### src/rtl/snes_pkg.sv
// Shared SNES controller definitions: FSM state encoding, frame width, button bit positions.
// Button indices follow the order in which a standard pad shifts its bits out.
package snes_pkg;

  localparam int SNES_NUM_BITS = 16;

  typedef enum logic [2:0] {
    IDLE     = 3'd0,
    LATCH    = 3'd1,
    CLK_LOW  = 3'd2,
    CLK_HIGH = 3'd3,
    DONE     = 3'd4
  } state_t;

  localparam int BTN_B      = 0;
  localparam int BTN_Y      = 1;
  localparam int BTN_SELECT = 2;
  localparam int BTN_START  = 3;
  localparam int BTN_UP     = 4;
  localparam int BTN_DOWN   = 5;
  localparam int BTN_LEFT   = 6;
  localparam int BTN_RIGHT  = 7;
  localparam int BTN_A      = 8;
  localparam int BTN_X      = 9;
  localparam int BTN_L      = 10;
  localparam int BTN_R      = 11;

endpackage

### src/rtl/snes_poller_if.sv
// Bundle between the poller, the pad wires and the button consumer.
// master = poller side; slave = pad plus consumer side.
interface snes_poller_if
  import snes_pkg::*;
#(
  parameter int N = SNES_NUM_BITS
);
  logic         poll_now;
  logic         serial_in;
  logic         snes_latch;
  logic         snes_clk;
  logic [N-1:0] buttons;
  logic         valid;
  logic         busy;

  modport master (
    input  poll_now, serial_in,
    output snes_latch, snes_clk, buttons, valid, busy
  );

  modport slave (
    output poll_now, serial_in,
    input  snes_latch, snes_clk, buttons, valid, busy
  );
endinterface

### src/rtl/sync2.sv
// Two-flop synchronizer with selectable reset level; 2-cycle latency, no backpressure.
// Also used on the PS/2 clock and data lines.
module sync2 #(
  parameter logic RST_VAL = 1'b0
) (
  input  logic clk,
  input  logic reset,
  input  logic d,
  output logic q
);
  logic meta;

  always_ff @(posedge clk or negedge reset) begin
    if (!reset) begin
      meta <= RST_VAL;
      q    <= RST_VAL;
    end else begin
      meta <= d;
      q    <= meta;
    end
  end
endmodule

### src/rtl/snes_poller.sv
// SNES pad master: latch pulse, NUM_BITS serial clocks, active-high button word out.
// Frame = 34*HALF_PERIOD+1 cycles; poll requests during a frame are dropped, no backpressure.
module snes_poller
  import snes_pkg::*;
#(
  parameter int HALF_PERIOD   = 12,
  parameter int POLL_INTERVAL = 34667,
  parameter int NUM_BITS      = SNES_NUM_BITS
) (
  input  logic          clk,
  input  logic          reset,
  snes_poller_if.master bus
);
  localparam int PW = $clog2(2 * HALF_PERIOD);
  localparam int IW = $clog2(POLL_INTERVAL);
  localparam int BW = $clog2(NUM_BITS);

  localparam logic [PW-1:0] LATCH_LAST = PW'(2 * HALF_PERIOD - 1);
  localparam logic [PW-1:0] HALF_LAST  = PW'(HALF_PERIOD - 1);
  localparam logic [IW-1:0] IVL_LAST   = IW'(POLL_INTERVAL - 1);
  localparam logic [BW-1:0] IDX_LAST   = BW'(NUM_BITS - 1);

  state_t              state, state_n;
  logic [PW-1:0]       phase;
  logic [IW-1:0]       ivl;
  logic [BW-1:0]       idx;
  logic [NUM_BITS-1:0] sreg;
  logic                sin_sync;
  logic                start;
  logic                phase_end;

  // Line idles high, so the synchronizer resets to 1 to avoid a fake press.
  sync2 #(.RST_VAL(1'b1)) u_sync (
    .clk   (clk),
    .reset (reset),
    .d     (bus.serial_in),
    .q     (sin_sync)
  );

  always_comb begin
    start     = (state == IDLE) && (bus.poll_now || (ivl == IVL_LAST));
    phase_end = (state == LATCH) ? (phase == LATCH_LAST) : (phase == HALF_LAST);
    state_n   = state;
    case (state)
      IDLE:     if (start) state_n = LATCH;
      LATCH:    if (phase_end) state_n = CLK_LOW;
      CLK_LOW:  if (phase_end) state_n = CLK_HIGH;
      CLK_HIGH: if (phase_end) state_n = (idx == IDX_LAST) ? DONE : CLK_LOW;
      DONE:     state_n = IDLE;
      default:  state_n = IDLE;
    endcase
  end

  always_ff @(posedge clk or negedge reset) begin
    if (!reset) begin
      state          <= IDLE;
      phase          <= '0;
      ivl            <= '0;
      idx            <= '0;
      sreg           <= '0;
      bus.snes_latch <= 1'b0;
      bus.snes_clk   <= 1'b1;
      bus.buttons    <= '0;
      bus.valid      <= 1'b0;
      bus.busy       <= 1'b0;
    end else begin
      state <= state_n;

      if (state_n != state || state == IDLE) phase <= '0;
      else                                   phase <= phase + 1'b1;

      // Keeps counting through a frame so the poll rate is start-to-start.
      if (start)                ivl <= '0;
      else if (ivl != IVL_LAST) ivl <= ivl + 1'b1;

      if (state == LATCH)
        idx <= '0;
      else if (state == CLK_HIGH && phase_end && idx != IDX_LAST)
        idx <= idx + 1'b1;

      if (state == LATCH)
        sreg <= '0;
      else if (state == CLK_LOW && phase_end)
        sreg[idx] <= ~sin_sync;

      // Outputs are registered from the next state so they line up with it.
      bus.snes_latch <= (state_n == LATCH);
      bus.snes_clk   <= (state_n != CLK_LOW);
      bus.busy       <= (state_n != IDLE);
      bus.valid      <= (state_n == DONE);
      if (state_n == DONE) bus.buttons <= sreg;
    end
  end
endmodule

### src/flat_wrapper.sv
// flat-port wrapper written by rule: the top's interface ports become plain ports
module snes_poller_flat import snes_pkg::*;
#(
  parameter int HALF_PERIOD   = 12,
  parameter int POLL_INTERVAL = 34667,
  parameter int NUM_BITS      = SNES_NUM_BITS
)
  (clk, reset, bus_poll_now, bus_serial_in, bus_snes_latch, bus_snes_clk, bus_buttons, bus_valid, bus_busy);
  snes_poller_if #(.N(16)) bus_i ();
  input  logic clk;
  input  logic reset;
  input wire logic [$bits(bus_i.poll_now)-1:0] bus_poll_now;
  input wire logic [$bits(bus_i.serial_in)-1:0] bus_serial_in;
  output wire logic [$bits(bus_i.snes_latch)-1:0] bus_snes_latch;
  output wire logic [$bits(bus_i.snes_clk)-1:0] bus_snes_clk;
  output wire logic [$bits(bus_i.buttons)-1:0] bus_buttons;
  output wire logic [$bits(bus_i.valid)-1:0] bus_valid;
  output wire logic [$bits(bus_i.busy)-1:0] bus_busy;
  assign bus_i.poll_now = bus_poll_now;
  assign bus_i.serial_in = bus_serial_in;
  assign bus_snes_latch = bus_i.snes_latch;
  assign bus_snes_clk = bus_i.snes_clk;
  assign bus_buttons = bus_i.buttons;
  assign bus_valid = bus_i.valid;
  assign bus_busy = bus_i.busy;
  snes_poller #(.HALF_PERIOD(HALF_PERIOD), .POLL_INTERVAL(POLL_INTERVAL), .NUM_BITS(NUM_BITS)) u_core (.clk(clk), .reset(reset), .bus(bus_i));
endmodule
### config.mk
export PLATFORM = sky130hd
export DESIGN_NAME = snes_poller_flat
export DESIGN_NICKNAME = d
export VERILOG_FILES = /design/src/rtl/snes_pkg.sv /design/src/rtl/snes_poller_if.sv /design/src/rtl/sync2.sv /design/src/rtl/snes_poller.sv /design/src/flat_wrapper.sv
export SDC_FILE = /design/constraint.sdc
export NUM_CORES = 1
export LEC_CHECK = 0
export CORE_MARGIN = 5
export CORE_UTILIZATION = 30
export DETAILED_ROUTE_END_ITERATION = 8
export DONT_BUFFER_PORTS = 1
export SETUP_SLACK_MARGIN = 0.1
export SKIP_LAST_GASP = 1
export SYNTH_ARGS = -nofsm -noshare
export SYNTH_HDL_FRONTEND = slang
export SYNTH_SLANG_ARGS = --single-unit
### constraint.sdc
create_clock -name clk -period 6.4 [get_ports clk]
set_clock_uncertainty 0.05 [all_clocks]
set_input_delay 0.64 -clock clk [delete_from_list [all_inputs] [get_ports clk]]
set_output_delay 0.64 -clock clk [all_outputs]
set_load 0.01 [all_outputs]
======== Word-level counts from Yosys, hierarchy flattened ========
Index checks and enable logic that the tools add are counted.
storage, ports and cells
  register bits ........................... 66
  input port bits ......................... 4
  output and inout bits ................... 20
  logic and storage cells ................. 60
operators by class
  add/subtract/negate cells ............... 3
  $lt $le $gt $ge ......................... 2
  equality and inequality tests ........... 13
  multiplexer cells ....................... 17
  bitwise operators ....................... 1
  reductions and logical operators ........ 12
operator list
  operator                 count
  $mux W16                 4
  $add A16 B1 Y16 const B  1
  $bwmux W16               1
  $eq A16 B16 Y1 const B   1
  $ne A16 B16 Y1 const B   1
  $mux W3                  5
  $pmux W3 S4              1
  $mux W4                  2
  $eq A3 B1 Y1 const B     2
  $eq A3 B2 Y1 const B     2
  $reduce_bool A2 Y1       3
  $add A5 B1 Y5 const B    1
  $eq A5 B4 Y1 const B     1
  $eq A5 B5 Y1 const B     1
  $logic_and A1 B1 Y1      5
  $lt A4 B5 Y1 const B     1
  $mux W5                  1
  $add A4 B1 Y4 const B    1
  $demux W1 S4             1
  $eq A4 B4 Y1 const B     1
  $ge A4 B1 Y1 const B     1
  $ne A4 B4 Y1 const B     1
  $eq A3 B3 Y1 const B     1
  $logic_not A3 Y1         1
  6 further kinds          8

======== Depth between registers and ports, before layout ========
  depth after elaboration ................. 8
  mapped depth ............................ 7
  gate-level depth less buffers ........... 6

======== Modules after synthesis ========
From an unflattened synthesis, not the netlist that was laid out.
unflattened totals
  cell total of the unflattened synthesis .. 286
  area total of the unflattened synthesis .. 3168.0 um^2
modules (own cells, without submodules)
  module       times used  cells each  area each (um^2)
  snes_poller  1           284         3115.5
  sync2        1           2           52.6

======== Worst setup path after synthesis ========
No wires, ideal clock.
  path type ............................... reg2reg
  start ................................... reg u_core.ivl[0]
  end ..................................... reg u_core.ivl[10]
  arrival time ............................ 1.975 ns
  required time ........................... 6.231 ns
  path slack .............................. 4.256 ns
  stages on the path, launching flop included .. 8
  path buffers ............................ 1
  period minus slack after synthesis ...... 2.144 ns
  path through ............................ dfrtp_1 -> inv_1 -> ha_1 -> or4b_2 -> nor4_4 -> o21a_2 -> buf_4 -> nor2_1
on the way
  word-level cells in the longest chain between the ends .. 4
RTL lines
  what                                                                     RTL line           source
  from (decl)                                                              snes_poller.sv:25  logic [IW-1:0] ivl;
  from (signal assigned)                                                   snes_poller.sv:74  else if (ivl != IVL_LAST) ivl <= ivl + 1'b1;
  parallel branches: the longest is 4 deep, another holds $add A16 B1 Y16  --
Parallel ways; which one is timed is not known. The select of a mux whose other input is x is not followed.
A chain may end at the register's enable or synchronous reset.

======== Final worst setup path ========
  start ................................... reg u_core.phase[2]
  end ..................................... reg u_core.bus.buttons[5]
on the way
  word-level cells in the longest chain between the ends .. 5
RTL lines
  what                                          RTL line                                                 source
  from (decl)                                   snes_poller.sv:24                                        logic [PW-1:0] phase;
  from (signal assigned)                        snes_poller.sv:70                                        else phase <= phase + 1'b1;
  $eq A5 B4 Y1 or $eq A5 B5 Y1 (tied branches)  snes_poller.sv:42                                        phase_end = (state == LATCH) ? (phase == LATCH_LAST) : (phase == HALF_LAST);
  $mux W1 (*)                                   snes_poller.sv:42
  $mux W3, on equally long branches             snes_poller.sv:48, snes_poller.sv:46, snes_poller.sv:47
  $pmux W3 S4 (*)                               snes_poller.sv:44                                        case (state)
  $eq A3 B3 Y1 (*)                              snes_poller.sv:91                                        if (state_n == DONE) bus.buttons <= sreg;
  to (signal assigned)                          snes_poller.sv:91
  to (decl)                                     snes_poller_if.sv:18                                     output snes_latch, snes_clk, buttons, valid, busy
Every way passes the cells marked *; elsewhere a longest branch is shown, timed or not.

==> reports/summary.log <==
qor: layout.fraction_of_final_layout_cells_with_drive_strength_greater_than_1 0.1696
qor: critical_path.timing.rr.start u_core.phase[2]$_DFF_PN0_
qor: power_and_ir_drop.vdd.ir_drop.worst 0.00009271 V
qor: critical_path.worst_path_dominant_cell_family simple AND/OR/NAND/NOR gates
qor: timing.timing.final.crit_share 0.3837
qor: timing.hold_slack 0.08160 ns
qor: global_route.grt_overflow 0
qor: detailed_routing.ant_nets 0
qor: critical_path.worstPathArrival 2.63 ns
qor: detailed_routing.first_iter_violations 58
qor: timing.tns 0 ns
qor: layout.nets 289
qor: critical_path.cpPeakStageDelay 0.73 ns
qor: synth.post_synth_edffs 0
qor: run.maxCapViolCount 0
qor: detailed_routing.met2RoutedLength 2.535 mm
qor: clock_tree.numClockSinks 66
qor: power_and_ir_drop.p_int 619.8 uW
qor: floorplanning.io_pins 24
qor: timing.report.final.slew_viol_count 0
qor: place.dpl_worst_slack 3.943 ns
qor: place.place_hpwl 3.776 mm
qor: timing.worst_pin_slew 0.8013 ns
qor: critical_path.critical_path_cell_count 4
qor: critical_path.setup_crit_end u_core.bus.buttons[5]$_DFFE_PN0P_
qor: clock_tree.numCtsBuffers 9
qor: detailed_routing.route.vias.total 1,946
qor: detailed_routing.met1Wirelength 2.691 mm
qor: power_and_ir_drop.share_comb_of_total_power 0.014
qor: critical_path.timing.critical_path.slowest_stage_cell sky130_fd_sc_hd__and3_1
qor: global_route.first_pass_grt_wire_length 10.05 mm
qor: place.numPortBuffers 0
qor: synth.syn-mean-instance-area 11.26 um^2
qor: timing.fin_ws 3.945 ns
qor: clock_tree.insertion_delay 0.35 ns
qor: floorplanning.fp.coreArea 0.01023 mm^2
qor: synth.dominantRegCellSynth sky130_fd_sc_hd__dfrtp_1
qor: detailed_routing.detail_route.drc_violations 0
qor: synth.synthCells 277
qor: min_path.timing.hold.worst.class input port to asynchronous set/reset pin
qor: clock_tree.clkTransAtPathRegs 0.07 ns
qor: timing.unrepaired_setup_endpoints_after_global_routing no
qor: power_and_ir_drop.power.static_leakage 1.613 nW
qor: timing.finalSetupViolations 0
qor: timing.crit_path_time_final 2.455 ns
qor: critical_path.cp-startpoint u_core.phase[2]$_DFF_PN0_
qor: synth.async_reset_ff_frac 1.000
qor: floorplanning.initial_core_util 0.3048
qor: layout.antenna-diode-count 0
qor: synth.yosys_warnings 0
qor: critical_path.cp_cell_sequence or3b_4 -> nor2_1 -> and3_1 -> mux2_2
qor: status.status finished clean
qor: detailed_routing.highest_layer met4
qor: global_route.grt_max_degree 64
qor: detailed_routing.routed_via_density 4.644
qor: detailed_routing.wl_per_cell 13.57 um
qor: power_and_ir_drop.switching_share 0.2093
qor: global_route.grt_use_total 0.09892
qor: clock_tree.cts_tree done
qor: floorplanning.chipHeight 111.9 um
qor: synth.yosysUniqueCellTypes 42
qor: detailed_routing.routed_wire_length 5.685 mm
qor: power_and_ir_drop.seq_power_share 0.535
qor: timing.final-hold-violation-count 0
qor: timing.max_freq 407.3 MHz
qor: detailed_routing.detailedRoute.firstPassIterationCount 4
qor: global_route.grt_pass1_vias 2,031
qor: critical_path.crit_path_max_fo 17
qor: critical_path.crit_path_kind register to register
qor: place.gp_congestion 0.7396
qor: power_and_ir_drop.clock_power_share 0.451
qor: layout.area_growth 9.671%
qor: critical_path.rr_worst_depth 4
qor: critical_path.combined_buffer_and_inverter_count_along_the_critical_path 0
qor: critical_path.critical_path.reg2reg.endpoint u_core.bus.buttons[5]$_DFFE_PN0P_
qor: global_route.initial_antenna_violation_count 0
qor: synth.mapped_cell_area 0.003118 mm^2
qor: floorplanning.die_w 111.9 um
qor: synth.ys_ff_latch 66
qor: clock_tree.clock_path_buffers 2
qor: power_and_ir_drop.fin_total_pwr 783.9 uW
qor: floorplanning.std_cell_rows 37
qor: clock_tree.clock-root-buffer sky130_fd_sc_hd__clkbuf_8
qor: critical_path.r2r_setup_slack 3.94 ns
qor: critical_path.crit_path_start_kind register
qor: synth.yosysSeqAreaShare 0.5309
qor: clock_tree.ctsHtreeMaxLevel 3
qor: timing.slew_headroom 0.4658
qor: detailed_routing.route.met3.wl 280 um
qor: synth.synth_nets 288
qor: critical_path.timing.critical_path.required 6.58 ns
qor: layout.postLayoutCoreUtil 0.3342
qor: power_and_ir_drop.p_sw 164.1 uW
qor: power_and_ir_drop.pwr_density_cell 229.2 mW/mm^2
qor: critical_path.critical_path.endpoint_type register
qor: floorplanning.design.die.area 0.01253 mm^2
[repair_timing]
action                    CTS  global route
hold buffers                1             0
setup buffers               0             0
hold endpoints to repair   63             0
gates resized for setup     0             0
[cells in the mapped netlist (all sizes together) (2+ instances only)]
| cell type | n | area [um^2] |
|---|---|---|
| dfrtp | 63 | 1577 |
| nor2 | 27 | 101.4 |
| nand2 | 23 | 86.33 |
| nand3 | 22 | 110.1 |
| mux2 | 17 | 191.4 |
| mux2i | 16 | 160.2 |
| xnor2 | 13 | 113.9 |
| inv | 9 | 33.78 |
| ha | 7 | 87.58 |
| nand4 | 7 | 43.79 |
| nor4 | 7 | 73.82 |
| a21oi | 6 | 30.03 |
| o21ai | 6 | 30.03 |
| buf | 5 | 28.77 |
| clkbuf | 5 | 38.79 |
| nor3 | 5 | 25.02 |
| and3 | 3 | 20.02 |
| dfstp | 3 | 78.83 |
| nand2b | 3 | 18.77 |
| nand3b | 3 | 22.52 |
| nor2b | 3 | 18.77 |
| or3b | 3 | 28.78 |
| xor2 | 3 | 26.28 |
| a21o | 2 | 15.01 |
| nand4b | 2 | 17.52 |
| o21bai | 2 | 15.01 |
| or3 | 2 | 12.51 |
| or4b | 2 | 20.02 |
[cells by family after synthesis]
kind of cell	after synthesis	synth area share
and+or+nand+nor	114	0.1986
DFF	66	0.5309
muxes	33	0.1128
AOI/OAI and AO/OA	21	0.04174
buffers and inverters	20	0.04293
xor gates and xnor gates	16	0.04495
adders and majority gates	7	0.02809
[layer usage]
layer | track usage | vias to the layer above
met2 | 0.1483 | 33
li1 | - | 964
met1 | 0.1261 | 936
met3 | 0.03478 | 13
met5 | 0 | -
met4 | 0.05048 | 0
[registers in the layout, indices dropped and copies added (netlist names)]
signal	cells
u_core.bus.snes_clk	1
u_core.bus.buttons	16
u_core.ivl	16
u_core.u_sync.meta	1
u_core.u_sync.q	1
u_core.phase	5
u_core.bus.valid	1
u_core.sreg	16
u_core.idx	4
u_core.bus.busy	1
u_core.bus.snes_latch	1
u_core.state	3
[per-stage QoR]
stage	cell area (um^2)	cells
2_1_floorplan	3118	277
3_3_place_gp	3188	402
3_5_place_dp	3188	402
4_1_cts	3420	419
5_1_grt	3420	419
6_report	3420	419
[area by class of cell]
type                       count  area [um^2]
clock buffer                  11        151.4
clock inverter                 5        52.55
fill                        1011         6812
inverter                       9        33.78
multi-input combinational    191         1329
sequential                    66         1655
tap                          136        170.2
timing repair buffer           1        27.53
[layout by cell type (no fill, tap or decap), types with 2 or more instances in the layout]
cell / instances
sky130_fd_sc_hd__a21o_1: 2
sky130_fd_sc_hd__a21oi_1: 6
sky130_fd_sc_hd__and3_1: 2
sky130_fd_sc_hd__clkbuf_8: 11
sky130_fd_sc_hd__clkinv_2: 3
sky130_fd_sc_hd__dfrtp_1: 63
sky130_fd_sc_hd__dfstp_2: 3
sky130_fd_sc_hd__ha_1: 7
sky130_fd_sc_hd__inv_1: 9
sky130_fd_sc_hd__mux2_2: 17
sky130_fd_sc_hd__mux2i_1: 16
sky130_fd_sc_hd__nand2_1: 23
sky130_fd_sc_hd__nand2b_1: 3
sky130_fd_sc_hd__nand3_1: 22
sky130_fd_sc_hd__nand3b_1: 3
sky130_fd_sc_hd__nand4_1: 7
sky130_fd_sc_hd__nand4b_1: 2
sky130_fd_sc_hd__nor2_1: 27
sky130_fd_sc_hd__nor2b_1: 3
sky130_fd_sc_hd__nor3_1: 5
sky130_fd_sc_hd__nor4_1: 5
sky130_fd_sc_hd__nor4_4: 2
sky130_fd_sc_hd__o21ai_0: 6
sky130_fd_sc_hd__o21bai_1: 2
sky130_fd_sc_hd__or3_1: 2
sky130_fd_sc_hd__or3b_2: 2
sky130_fd_sc_hd__or4b_2: 2
sky130_fd_sc_hd__xnor2_1: 13
sky130_fd_sc_hd__xor2_1: 3
[power by group through the flow]
stage | sequential, mW | clock (mW) | combinational [mW]
6_report | 0.419 | 0.354 | 0.0107
5_1_grt | 0.419 | 0.387 | 0.0129
4_1_cts | 0.419 | 0.368 | 0.0115
3_5_place_dp | 0.427 | 0 | 0.00158
3_3_place_gp | 0.427 | 0 | 0.00154
2_1_floorplan | 0.427 | 0 | 0.00141
[how the worst min path moves through the flow]
stage,cells after the start,slack (ns),endpoint,from
6_report,0,0.08,u_core.u_sync.q$_DFF_PN1_,reset
4_1_cts,0,0.06,u_core.u_sync.meta$_DFF_PN1_,reset
3_5_place_dp,0,0.30,u_core.bus.buttons[6]$_DFFE_PN0P_,reset
3_3_place_gp,0,0.30,u_core.bus.valid$_DFF_PN0_,reset
2_1_floorplan,0,0.29,u_core.bus.busy$_DFF_PN0_,reset
5_1_grt,0,0.05,u_core.u_sync.meta$_DFF_PN1_,reset
Power figures use the tool's default switching activity.
